`config.mk`:
```
export PLATFORM = sky130hd
export DESIGN_NAME = count_event_fifo
export DESIGN_NICKNAME = d
export VERILOG_FILES = /design/src/rtl/count_event_fifo.sv
export SDC_FILE = /design/constraint.sdc
export NUM_CORES = 1
export LEC_CHECK = 0
export CORE_ASPECT_RATIO = 0.75
export CORE_MARGIN = 5
export CORE_UTILIZATION = 40
export DETAILED_ROUTE_END_ITERATION = 16
export PLACE_DENSITY = 0.58
export SYNTH_ARGS = -nofsm -noshare
export SYNTH_HDL_FRONTEND = slang
export SYNTH_SLANG_ARGS = --single-unit
export TNS_END_PERCENT = 100
```
`constraint.sdc`:
```
create_clock -name clk -period 8 [get_ports clk]
set_input_delay 0.8 -clock clk [delete_from_list [all_inputs] [get_ports clk]]
set_output_delay 0.8 -clock clk [all_outputs]
set_load 0.03 [all_outputs]
```
`src/rtl/count_event_fifo.sv`:
```
// -----------------------------------------------------------------------------
// count_event_fifo
//
// Watches the 8-bit count of an upstream free-running counter, samples it every
// clock and detects three events against the previous sample:
//   WRAP   (FF -> 00)
//   CLEAR  (drop to 00 from anything other than FF or 00)
//   THRESH (entry into THRESHOLD)
// At most one event per edge is recognised, in that priority order. Each event
// is pushed as a {type, value, timestamp} record into a DEPTH-entry FIFO that is
// drained through a valid/ready port. Events that find the FIFO full (with no
// pop on the same edge) are dropped and counted.
//
// Ports
//   clk        rising-edge clock
//   reset      asynchronous active-low reset; flushes the FIFO
//   value      count from the upstream counter, sampled every clk
//   ev_valid   head record available
//   ev_ready   consumer accepts the head when ev_valid && ev_ready at an edge
//   ev_type    01=WRAP 10=CLEAR 11=THRESH
//   ev_value   count value that triggered the event
//   ev_time    timestamp (ts counter value at the pushing edge)
//   overflow   sticky: an event was dropped because the FIFO was full
//   drop_cnt   number of dropped events, saturating at 8'hFF
//   clear_ovf  one-cycle pulse clearing overflow and drop_cnt
// -----------------------------------------------------------------------------
module count_event_fifo #(
    parameter logic [7:0] THRESHOLD = 8'h80,
    parameter int         DEPTH     = 4,
    parameter int         TS_W      = 16
) (
    input  logic            clk,
    input  logic            reset,
    input  logic [7:0]      value,
    output logic            ev_valid,
    input  logic            ev_ready,
    output logic [1:0]      ev_type,
    output logic [7:0]      ev_value,
    output logic [TS_W-1:0] ev_time,
    output logic            overflow,
    output logic [7:0]      drop_cnt,
    input  logic            clear_ovf
);

    localparam int AW = $clog2(DEPTH);

    typedef enum logic [1:0] {
        EV_NONE   = 2'b00,
        EV_WRAP   = 2'b01,
        EV_CLEAR  = 2'b10,
        EV_THRESH = 2'b11
    } ev_kind_t;

    typedef struct packed {
        ev_kind_t        kind;
        logic [7:0]      val;
        logic [TS_W-1:0] ts;
    } record_t;

    logic [TS_W-1:0] ts;
    logic [7:0]      val_q;
    logic            prev_ok;

    // Pointers carry one extra wrap bit so full and empty are distinguishable.
    logic [AW:0]     wr_ptr, rd_ptr, wr_nxt, rd_nxt;
    logic            empty, full;

    record_t         mem [DEPTH];
    record_t         head_q, head_nxt, push_rec;

    ev_kind_t        det;
    logic            push, pop, accept, drop;

    // ---------------------------------------------------------------- detect
    // NOTE: every signal assigned in always_comb gets a default first so no
    // path leaves it unassigned and no latch is inferred.
    always_comb begin
        det = EV_NONE;
        if (prev_ok) begin
            if (val_q == 8'hFF && value == 8'h00)
                det = EV_WRAP;
            else if (value == 8'h00 && val_q != 8'h00)
                det = EV_CLEAR;   // val_q==FF already taken by WRAP above
            else if (value == THRESHOLD && val_q != THRESHOLD)
                det = EV_THRESH;
        end
    end

    assign push     = (det != EV_NONE);
    assign push_rec = '{kind: det, val: value, ts: ts};

    // ------------------------------------------------------------ fifo status
    assign empty  = (wr_ptr == rd_ptr);
    assign full   = (wr_ptr[AW] != rd_ptr[AW]) &&
                    (wr_ptr[AW-1:0] == rd_ptr[AW-1:0]);
    assign pop    = !empty && ev_ready;
    // A push into a full FIFO still fits when the head leaves on the same edge.
    assign accept = push && (!full || pop);
    assign drop   = push && full && !pop;

    assign wr_nxt = wr_ptr + {{AW{1'b0}}, accept};
    assign rd_nxt = rd_ptr + {{AW{1'b0}}, pop};

    // The head register is reloaded with whatever record will sit at rd_nxt.
    // When that slot is the one being written this edge, bypass the memory.
    always_comb begin
        head_nxt = head_q;
        if (wr_nxt != rd_nxt) begin
            if (accept && rd_nxt == wr_ptr)
                head_nxt = push_rec;
            else
                head_nxt = mem[rd_nxt[AW-1:0]];
        end
    end

    // ------------------------------------------------------------- registers
    // NOTE: sequential state uses non-blocking assignments so every register
    // samples pre-edge values regardless of statement order.
    always_ff @(posedge clk or negedge reset) begin
        if (!reset) begin
            ts       <= '0;
            val_q    <= '0;
            prev_ok  <= 1'b0;
            wr_ptr   <= '0;
            rd_ptr   <= '0;
            head_q   <= '0;
            overflow <= 1'b0;
            drop_cnt <= '0;
        end else begin
            ts      <= ts + 1'b1;
            val_q   <= value;
            prev_ok <= 1'b1;
            wr_ptr  <= wr_nxt;
            rd_ptr  <= rd_nxt;
            head_q  <= head_nxt;
            // A clear coinciding with a drop is applied first.
            if (clear_ovf) begin
                overflow <= drop;
                drop_cnt <= drop ? 8'd1 : 8'd0;
            end else if (drop) begin
                overflow <= 1'b1;
                if (drop_cnt != 8'hFF)
                    drop_cnt <= drop_cnt + 8'd1;
            end
        end
    end

    // NOTE: the storage array has no reset; emptiness is defined by the
    // pointers alone, so stale contents are never observed.
    always_ff @(posedge clk) begin
        if (accept)
            mem[wr_ptr[AW-1:0]] <= push_rec;
    end

    // --------------------------------------------------------------- outputs
    assign ev_valid = !empty;
    assign ev_type  = head_q.kind;
    assign ev_value = head_q.val;
    assign ev_time  = head_q.ts;

endmodule

```
==> flow_metrics.tcl, run 1 <==
set metrics [dict create \
    rows 41 \
    final_cell_area_mm2 0.00810 \
    critPathCaptureType "register" \
    synth_seq_cells 170 \
    crit_path_frequent_cell "ha_2" \
    n_antenna_cell 0 \
    slowest_delay_ps 900 \
    wirelength_mm 13.5 \
    synth_edf_count 104 \
    fmax_mhz 268 \
    hold_class "register to register" \
    root_buffer "clkbuf_16" \
    die_area_mm2 0.0198 \
    postCtsResizedCells 0 \
    grt_pass1_vias 3814 \
    synth_top_family_by_area "multiplexers" \
    cp-start-kind "register" \
    grtUsageTotal_pct 14.7 \
    synthAdderAreaFrac_pct 1.10 \
    synthArstFlopShare_pct 38.8 \
    path_cells "xor2_1, nor2_1, nand2_1, and2_1, ha_2, ha_2, xnor2_1, nand3_1, nor4b_4, buf_4, mux2i_1, o21ai_1" \
    min_period_over_period_pct 46.7 \
    maxSlewHeadroom_pct 36.3 \
    postSynthAreaPerCell_um2 16.4 \
    routedWlPerCell_um 19.3 \
    cts_buffers 17 \
    hold_path_depth 2 \
    layout-drive-gt1-share_pct 16.4 \
    cp_num_cells 12 \
    routabilityCongestion 0.766 \
    cts_tree "built" \
    drt-initial-drc-count 166 \
    synth-compound-area-share_pct 3.23 \
    ant_nets 0 \
    cp_data_arrival_time_ps 4010 \
    drv_slew 0 \
    drc 0 \
    post-route-util_pct 48.3 \
    cap_violations 0 \
    fillerInstances 1420 \
    power_density_mw_per_mm2 335 \
    seq_area_mm2 0.00477 \
    pre_cts_ws_ps 3840 \
    clkTransAtPathRegs_ps 70 \
    synth_area_leaders "edfxtp_1 (46%), dfrtp_1 (24%), mux4_2 (8.6%), mux2i_1 (2.9%), nand2_1 (2.2%)" \
    h-tree-depth 4 \
    overflow 0 \
    chipHeight_um 123 \
    grt_max_degree 67 \
    cp_slowest_cell "ha_2" \
    dr.pass1.iters 5 \
    vias 3643 \
    synth.largest_area_cell "edfxtp_1" \
    clkSinkCount 170 \
    vdd_drop_max_mv 0.153 \
    core_area_mm2 0.0168 \
    yosysMostFrequentCell "edfxtp_1" \
    placed_area_mm2 0.00755 \
    finalSetupViolCount 0 \
    finalSetupTns_ps 0 \
    viasPerCell 5.19 \
    synth_xor_xnor_area_share_pct 3.54 \
    criticalPathCategory "register to register" \
    ys_warn_count 0 \
    nNetsFinal 492 \
    synth-seq-area-share_pct 70.1 \
    cts_hold_buf 0 \
    rsz0062_at_grt "false" \
    period_needed_ps 3730 \
    syn_area_mm2 0.00681 \
    io_pins 48 \
    synth_cell_types 43 \
    die_width_um 161 \
    postCtsSetupRepairBufs 0 \
    synth_top_area_share_pct 45.8 \
    critical-path-top-delay-family "adder cells" \
    hold_violations 0 \
    outcome "finished, final reports clean" \
    initial_core_util_pct 40.6 \
    synthFlopType "edfxtp_1" \
    p_leak_nw 2.91 \
    tightest_slew_ps 956 \
    area_delta_synth_final_pct 18.8 \
    cp.required_ps 8270 \
    antenna_found_initial 0 \
    synthesis.nets 434 \
    grt_pass1_wl_mm 22.0 \
    layout_setup_ws_ps 4270 \
    portBuffers 47 \
    synth_common_cells "edfxtp_1 (104), dfrtp_1 (66), nand2_1 (40), mux4_2 (26), o21ai_1 (22)" \
    clockBufferDepth 2 \
    dp_hpwl_mm 7.96 \
    multiInputGateArea_mm2 0.00196 \
    synth-simple-area-share_pct 8.91 \
    fin_worst_skew_ps 11.6 \
    clock_latency_ps 410 \
    syn_inst 416 \
    r2r_cells 12 \
    critPathBufInv 1 \
    cp_max_fo 29 \
    muxShareOfSynthArea_pct 11.5 \
]
-- registers in the layout, summed over array words and instances, names as in the netlist --
name      count
mem         104
ev_time      16
ts           16
drop_cnt      8
ev_value      8
val_q         8
rd_ptr        3
wr_ptr        3
ev_type       2
overflow      1
prev_ok       1
-- metal layers --
| metal | part of all wire (%) | up-vias | global-route usage (%) | wire length, um |
|---|---|---|---|---|
| li1 | - | 1690 | - | - |
| met1 | 47 | 1885 | 20.2 | 6310 |
| met2 | 49 | 61 | 24.1 | 6610 |
| met3 | 4.2 | 7 | 2.97 | 571 |
| met4 | 0.38 | 0 | 4.05 | 52 |
| met5 | 0 | - | 0 | 0 |
-- area by class of cell --
cell class	instances	share of cell area [%]
Clock buffer	21	5.69
Clock inverter	11	1.08
Inverter	7	0.325
Multi-Input combinational cell	224	24.2
Sequential cell	170	59.0
Tap cell	215	3.32
Timing Repair Buffer	54	6.40
-- logic make-up (layout without fill, tap and decap cells) --
| group | count (synthesis) | count (layout) |
|---|---|---|
| mux | 46 | 46 |
| fa+ha+maj | 6 | 6 |
| buf+inv | 22 | 93 |
| flops | 170 | 170 |
| compound gates | 42 | 42 |
| simple gates | 103 | 103 |
| other cells | 1 | 1 |
| xor+xnor | 26 | 26 |
-- metrics by stage --
step           total power [mW]  hold WS, ps  std cells
6_report                   2.71          481        702
5_1_grt                    2.85          522        702
4_1_cts                    2.75          489        702
2_1_floorplan              1.70          503        416
3_5_place_dp               1.99          474        670
3_3_place_gp               1.97          463        670
-- worst paths after layout --
check	slack, ps	from	to
worst max-delay path	4270	wr_ptr[1]	ev_time[6]
worst min-delay path	480	ev_time[13]	ev_time[13]
worst max register to register	4270	wr_ptr[1]	ev_time[6]
worst min register to register	480	ev_time[13]	ev_time[13]
max in group asynchronous	6760	reset	ts[9]
min in group asynchronous	570	reset	drop_cnt[4]
-- cell usage in the layout, fill, tap and decap left out, types with 5 or more instances in the layout --
cell type        instances
edfxtp_1               104
dfrtp_1                 66
clkdlybuf4s50_1         46
nand2_1                 40
mux4_2                  26
o21ai_1                 22
mux2i_1                 20
clkbuf_16               17
xnor2_1                 13
xor2_1                  12
nand3_1                 11
o21ai_0                 11
inv_1                    7
nand2b_1                 7
buf_4                    7
nand4_1                  6
a21oi_1                  6
nor3_1                   5
nor2_1                   5
clkinvlp_4               5
-- worst reg2reg max path, stage by stage (launching register included) --
cell and delay (ps):
dfrtp_1 490, xor2_1 250, nor2_1 140, nand2_1 70, and2_1 180, ha_2 170
ha_2 900, xnor2_1 220, nand3_1 140, nor4b_4 260, buf_4 440, mux2i_1 270
o21ai_1 80
-- where the power goes --
part           internal (mW)  switching (mW)  total (mW)
clock                  0.419           0.340       0.759
sequential              1.01          0.0522        1.06
combinational          0.400           0.488       0.888
Note: power is estimated with default switching activity, not from simulation.
==> inputs of run 2 (changes only) <==
- PLACE_DENSITY: 0.58 -> 0.6
- clock period: 8 -> 3.4 ns (I/O delays scaled with it)
==> run 2 against run 1 <==
Against the previous run:
- flip-flop and latch count is the same
- final area grew 1.8%
- combinational power grew to 2.5 times the previous value
- die area is the same
- largest cell class unchanged
- via count grew 3.6%
- setup slack lost 3900 ps
- final cell count grew 2.3%
- first-iteration DRC count grew 41%
==> flow_metrics.tcl, run 2 (same netlist as run 1, synthesis figures left out) <==
set metrics [dict create \
    outcome "finished, final reports clean" \
    chipHeight_um 123 \
    totalPowerFinal_mw 6.54 \
    hold_class "input pin to async pin" \
    rows 41 \
    clkTransAtPathRegs_ps 60 \
    initial_core_util_pct 40.6 \
    dp_hpwl_mm 8.48 \
    grtUsageTotal_pct 14.9 \
    seq_area_mm2 0.00477 \
    root_buffer "clkbuf_16" \
    gr-max-usage-layer "met2" \
    cp_max_fo 26 \
    layout_setup_ws_ps 385 \
    fillerInstances 1428 \
    criticalPathCategory "register to register" \
    cp_data_arrival_time_ps 3310 \
    routedWlPerCell_um 19.0 \
    period_needed_ps 3010 \
    n_antenna_cell 0 \
    met3_usage_pct 3.13 \
    layout-drive-gt1-share_pct 17.5 \
    die_area_mm2 0.0198 \
    grt_use_met1_pct 21.4 \
    power_density_mw_per_mm2 793 \
    final_cell_area_mm2 0.00824 \
    clkSinkCount 170 \
    cts_tree "built" \
    die_width_um 161 \
    overflow 0 \
    core_area_mm2 0.0168 \
    grt_pass1_wl_mm 22.2 \
    p_leak_nw 2.91 \
    routabilityCongestion 0.749 \
    grt_use_met2_pct 22.5 \
    multiInputGateArea_mm2 0.00198 \
    area_delta_synth_final_pct 20.9 \
    finalSetupViolCount 0 \
    largest_reg_flops 104 \
    clockBufferDepth 2 \
    wirelength_mm 13.6 \
    final_cell_mix "edfxtp_1 (104), dfrtp_1 (66), clkdlybuf4s50_1 (46)" \
    finalSetupTns_ps 0 \
    cp-start-kind "register" \
    fin_worst_skew_ps 5.33 \
    grt_max_degree 67 \
    dr.pass1.iters 4 \
    cp.required_ps 3700 \
    maxSlewHeadroom_pct 40.6 \
    drc 0 \
    nNetsFinal 508 \
    grt_pass1_vias 3957 \
    postCtsResizedCells 0 \
    cts_hold_buf 0 \
    io_pins 48 \
    hold_violations 0 \
    critPathCaptureType "register" \
    cts_buffers 17 \
    final_common_cell "edfxtp_1" \
    vias 3775 \
    antenna_found_initial 0 \
    viasPerCell 5.26 \
    drv_slew 0 \
    h-tree-depth 4 \
    tightest_slew_ps 890 \
    drt-initial-drc-count 234 \
    vdd_drop_max_mv 0.450 \
    fmax_mhz 332 \
    pre_cts_ws_ps 106 \
    ant_nets 0 \
    cap_violations 0 \
    min_period_over_period_pct 88.7 \
    portBuffers 47 \
    postCtsSetupRepairBufs 0 \
    rsz0062_at_grt "false" \
    clock_latency_ps 420 \
    post-route-util_pct 49.1 \
    placed_area_mm2 0.00771 \
]
[run 2: cell types whose count changed in the layout (fill, tap and decap cells not counted), sizes merged]
cell      delta
clkbuf       +8
clkinvlp     -5
inv          -4
bufinv       +1
buf         +16
[run 2: final timing paths]
| check | from | to | slack [ps] | cells after the start |
|---|---|---|---|---|
| worst max-delay path | wr_ptr[0] | ev_time[14] | 390 | 12 |
| worst min-delay path | reset | drop_cnt[5] | 130 | 2 |
| min in group clk | ev_time[12] | ev_time[12] | 480 | 2 |
| worst max register to register | wr_ptr[0] | ev_time[14] | 390 | 12 |
| max in group asynchronous | reset | ev_value[3] | 2690 | 2 |
| worst min register to register | ev_time[12] | ev_time[12] | 480 | 2 |
[run 2: where the power goes]
part	switching, mW	total, mW	internal [mW]
registers	0.127	2.52	2.39
clock network	0.722	1.77	1.05
logic	1.20	2.25	1.05
[run 2: per-layer routing]
metal,vias to the layer above,wire (um)
met5,-,0
met3,15,326
li1,1723,-
met1,1991,6840
met4,0,192
met2,46,6260
[run 2: through the flow]
| step | hold WS (ps) | std cells |
|---|---|---|
| 3_5_place_dp | 479 | 686 |
| 6_report | 125 | 718 |
| 2_1_floorplan | 44.4 | 416 |
| 5_1_grt | 215 | 718 |
| 4_1_cts | 160 | 718 |
| 3_3_place_gp | 467 | 686 |
[run 2: final cells by class]
cell class	count	share of cell area, %
sequential	170	57.9
clock inverter	3	0.486
inverter	7	0.319
tap	215	3.26
clock buffer	29	5.95
timing repair buffer	70	8.05
multi-input combinational	224	24.0
[run 2: worst max-delay path, stage by stage (launching register included)]
cell and delay, ps:
dfrtp_1 590, xor2_1 200, nor2_1 140, nand2_1 90
and2_1 180, ha_2 170, ha_1 300, xnor2_1 150
nand3_1 150, nor4b_4 330, buf_12 260, mux2i_1 250
o21ai_1 80
==> inputs of run 3 (changes only) <==
- CAP_MARGIN: default -> 20
- CORE_ASPECT_RATIO: 0.75 -> 2
==> run 3 against run 2 <==
Against the previous run:
- combinational power grew 2%
- clock power grew 5%
- via count shrank 1.1%
- count of clock-buffer cells in the layout shrank 7
- sequential power is essentially flat
- clock skew grew 3.7 ps
- first-iteration DRC count shrank 43%
- register-to-register slack lost 80 ps
- non-clock buffer count shrank 3
- global-route usage grew 0.81 points
- critical path type unchanged
- power grew 1.8%
- setup slack lost 78 ps
==> flow_metrics.tcl, run 3 (same netlist as run 1, synthesis figures left out) <==
set metrics [dict create \
    cp_data_arrival_time_ps 3400 \
    cts_tree "built" \
    overflow 0 \
    drc 0 \
    grt_pass1_vias 4168 \
    cts_hold_buf 0 \
    period_needed_ps 3090 \
    io_pins 48 \
    nNetsFinal 505 \
    final_common_cell "edfxtp_1" \
    portBuffers 47 \
    wirelength_mm 14.0 \
    min_period_over_period_pct 91.0 \
    cp.required_ps 3700 \
    fin_worst_skew_ps 9.03 \
    clkTransAtPathRegs_ps 60 \
    area_delta_synth_final_pct 22.2 \
    rsz0062_at_grt "false" \
    routabilityCongestion 0.777 \
    r2r_setup_slack_ps 310 \
    finalSetupTns_ps 0 \
    cp-start-kind "register" \
    postCtsSetupRepairBufs 0 \
    root_buffer "clkbuf_16" \
    die_width_um 102 \
    hold_violations 0 \
    dr.pass1.iters 4 \
    final_cell_area_mm2 0.00832 \
    grt_pass1_wl_mm 23.0 \
    drt-initial-drc-count 133 \
    initial_core_util_pct 40.6 \
    final_cell_mix "edfxtp_1 (104), dfrtp_1 (66), clkdlybuf4s50_1 (46)" \
    totalPowerFinal_mw 6.66 \
    cts_buffers 17 \
    vdd_drop_max_mv 0.300 \
    p_leak_nw 2.93 \
    postCtsResizedCells 0 \
    outcome "finished, final reports clean" \
    routedWlPerCell_um 19.8 \
    dp_hpwl_mm 8.93 \
    drv_slew 0 \
    grtUsageTotal_pct 15.7 \
    clockBufferDepth 2 \
    maxSlewHeadroom_pct 39.1 \
    die_area_mm2 0.0199 \
    core_area_mm2 0.0168 \
    cap_violations 0 \
    clkSinkCount 170 \
    antenna_found_initial 0 \
    finalSetupViolCount 0 \
    tightest_slew_ps 913 \
    viasPerCell 5.28 \
    power_density_mw_per_mm2 800 \
    rows 67 \
    hold_class "input pin to async pin" \
    placed_area_mm2 0.00774 \
    clock_latency_ps 430 \
    ant_nets 0 \
    grt_max_degree 67 \
    h-tree-depth 4 \
    vias 3734 \
    criticalPathCategory "register to register" \
    critPathCaptureType "register" \
    fmax_mhz 323 \
    r2r_cells 12 \
    largest_reg_flops 104 \
    cp_max_fo 26 \
    chipHeight_um 195 \
    n_antenna_cell 0 \
    layout-drive-gt1-share_pct 18.8 \
]
## run 3: changes by cell type in the layout (fill, tap and decap cells not counted), moves of 3 or more
cell	before	now
clkbuf_1	10	1
buf_4	21	13
buf_12	2	7
clkinvlp_4	0	3
inv_6	0	3
## run 3: cell type report
class	count	area, um2
multi-input cells	224	1980
repair buffers	67	703
flip-flops and latches	170	4770
clock inverters	10	77.6
clock buffers	22	507
inverters	7	26.3
well taps	207	259
fillers	1424	8440
## run 3: metrics by stage
stage / utilization [%] / hold slack [ps] / setup slack (ps) / cells
final: 49.6 / 117 / 308 / 707
after global routing: 49.6 / 188 / 78.7 / 707
after global placement: 46.2 / 468 / 190 / 675
after floorplan: - / 44.4 / 167 / 416
after CTS: 49.6 / 150 / 289 / 707
after detailed placement: 46.2 / 479 / 114 / 675
## run 3: final timing paths
check,to,startpoint
setup reg to reg,ev_time[15],wr_ptr[0]
min in group clk,ev_value[3],ev_value[3]
hold reg to reg,ev_value[3],ev_value[3]
hold / removal,ev_value[5],reset
max in group asynchronous,ev_time[12],reset
setup / recovery,ev_time[15],wr_ptr[0]
## run 3: critical path, stage by stage, from the launching register on
cell	delay [ps]
dfrtp_1	570
xor2_1	190
nor2_1	120
nand2_1	70
and2_1	170
ha_2	160
ha_1	290
xnor2_1	140
nand3_1	170
nor4b_4	350
buf_12	270
mux2i_1	350
o21ai_1	100
## run 3: report_power, final
group          switching (mW)  leakage (nW)  internal (mW)
logic                    1.23         0.936           1.06
clock network           0.794         0.280           1.07
registers               0.118          1.72           2.39
## run 3: layer usage
metal  vias up  track usage [%]  share of wire, %
met1      1918             16.6                36
met4         0             6.86               2.5
li1       1724                -                 -
met3        28             3.37               3.1
met2        64             28.9                58
met5         -                0                 0
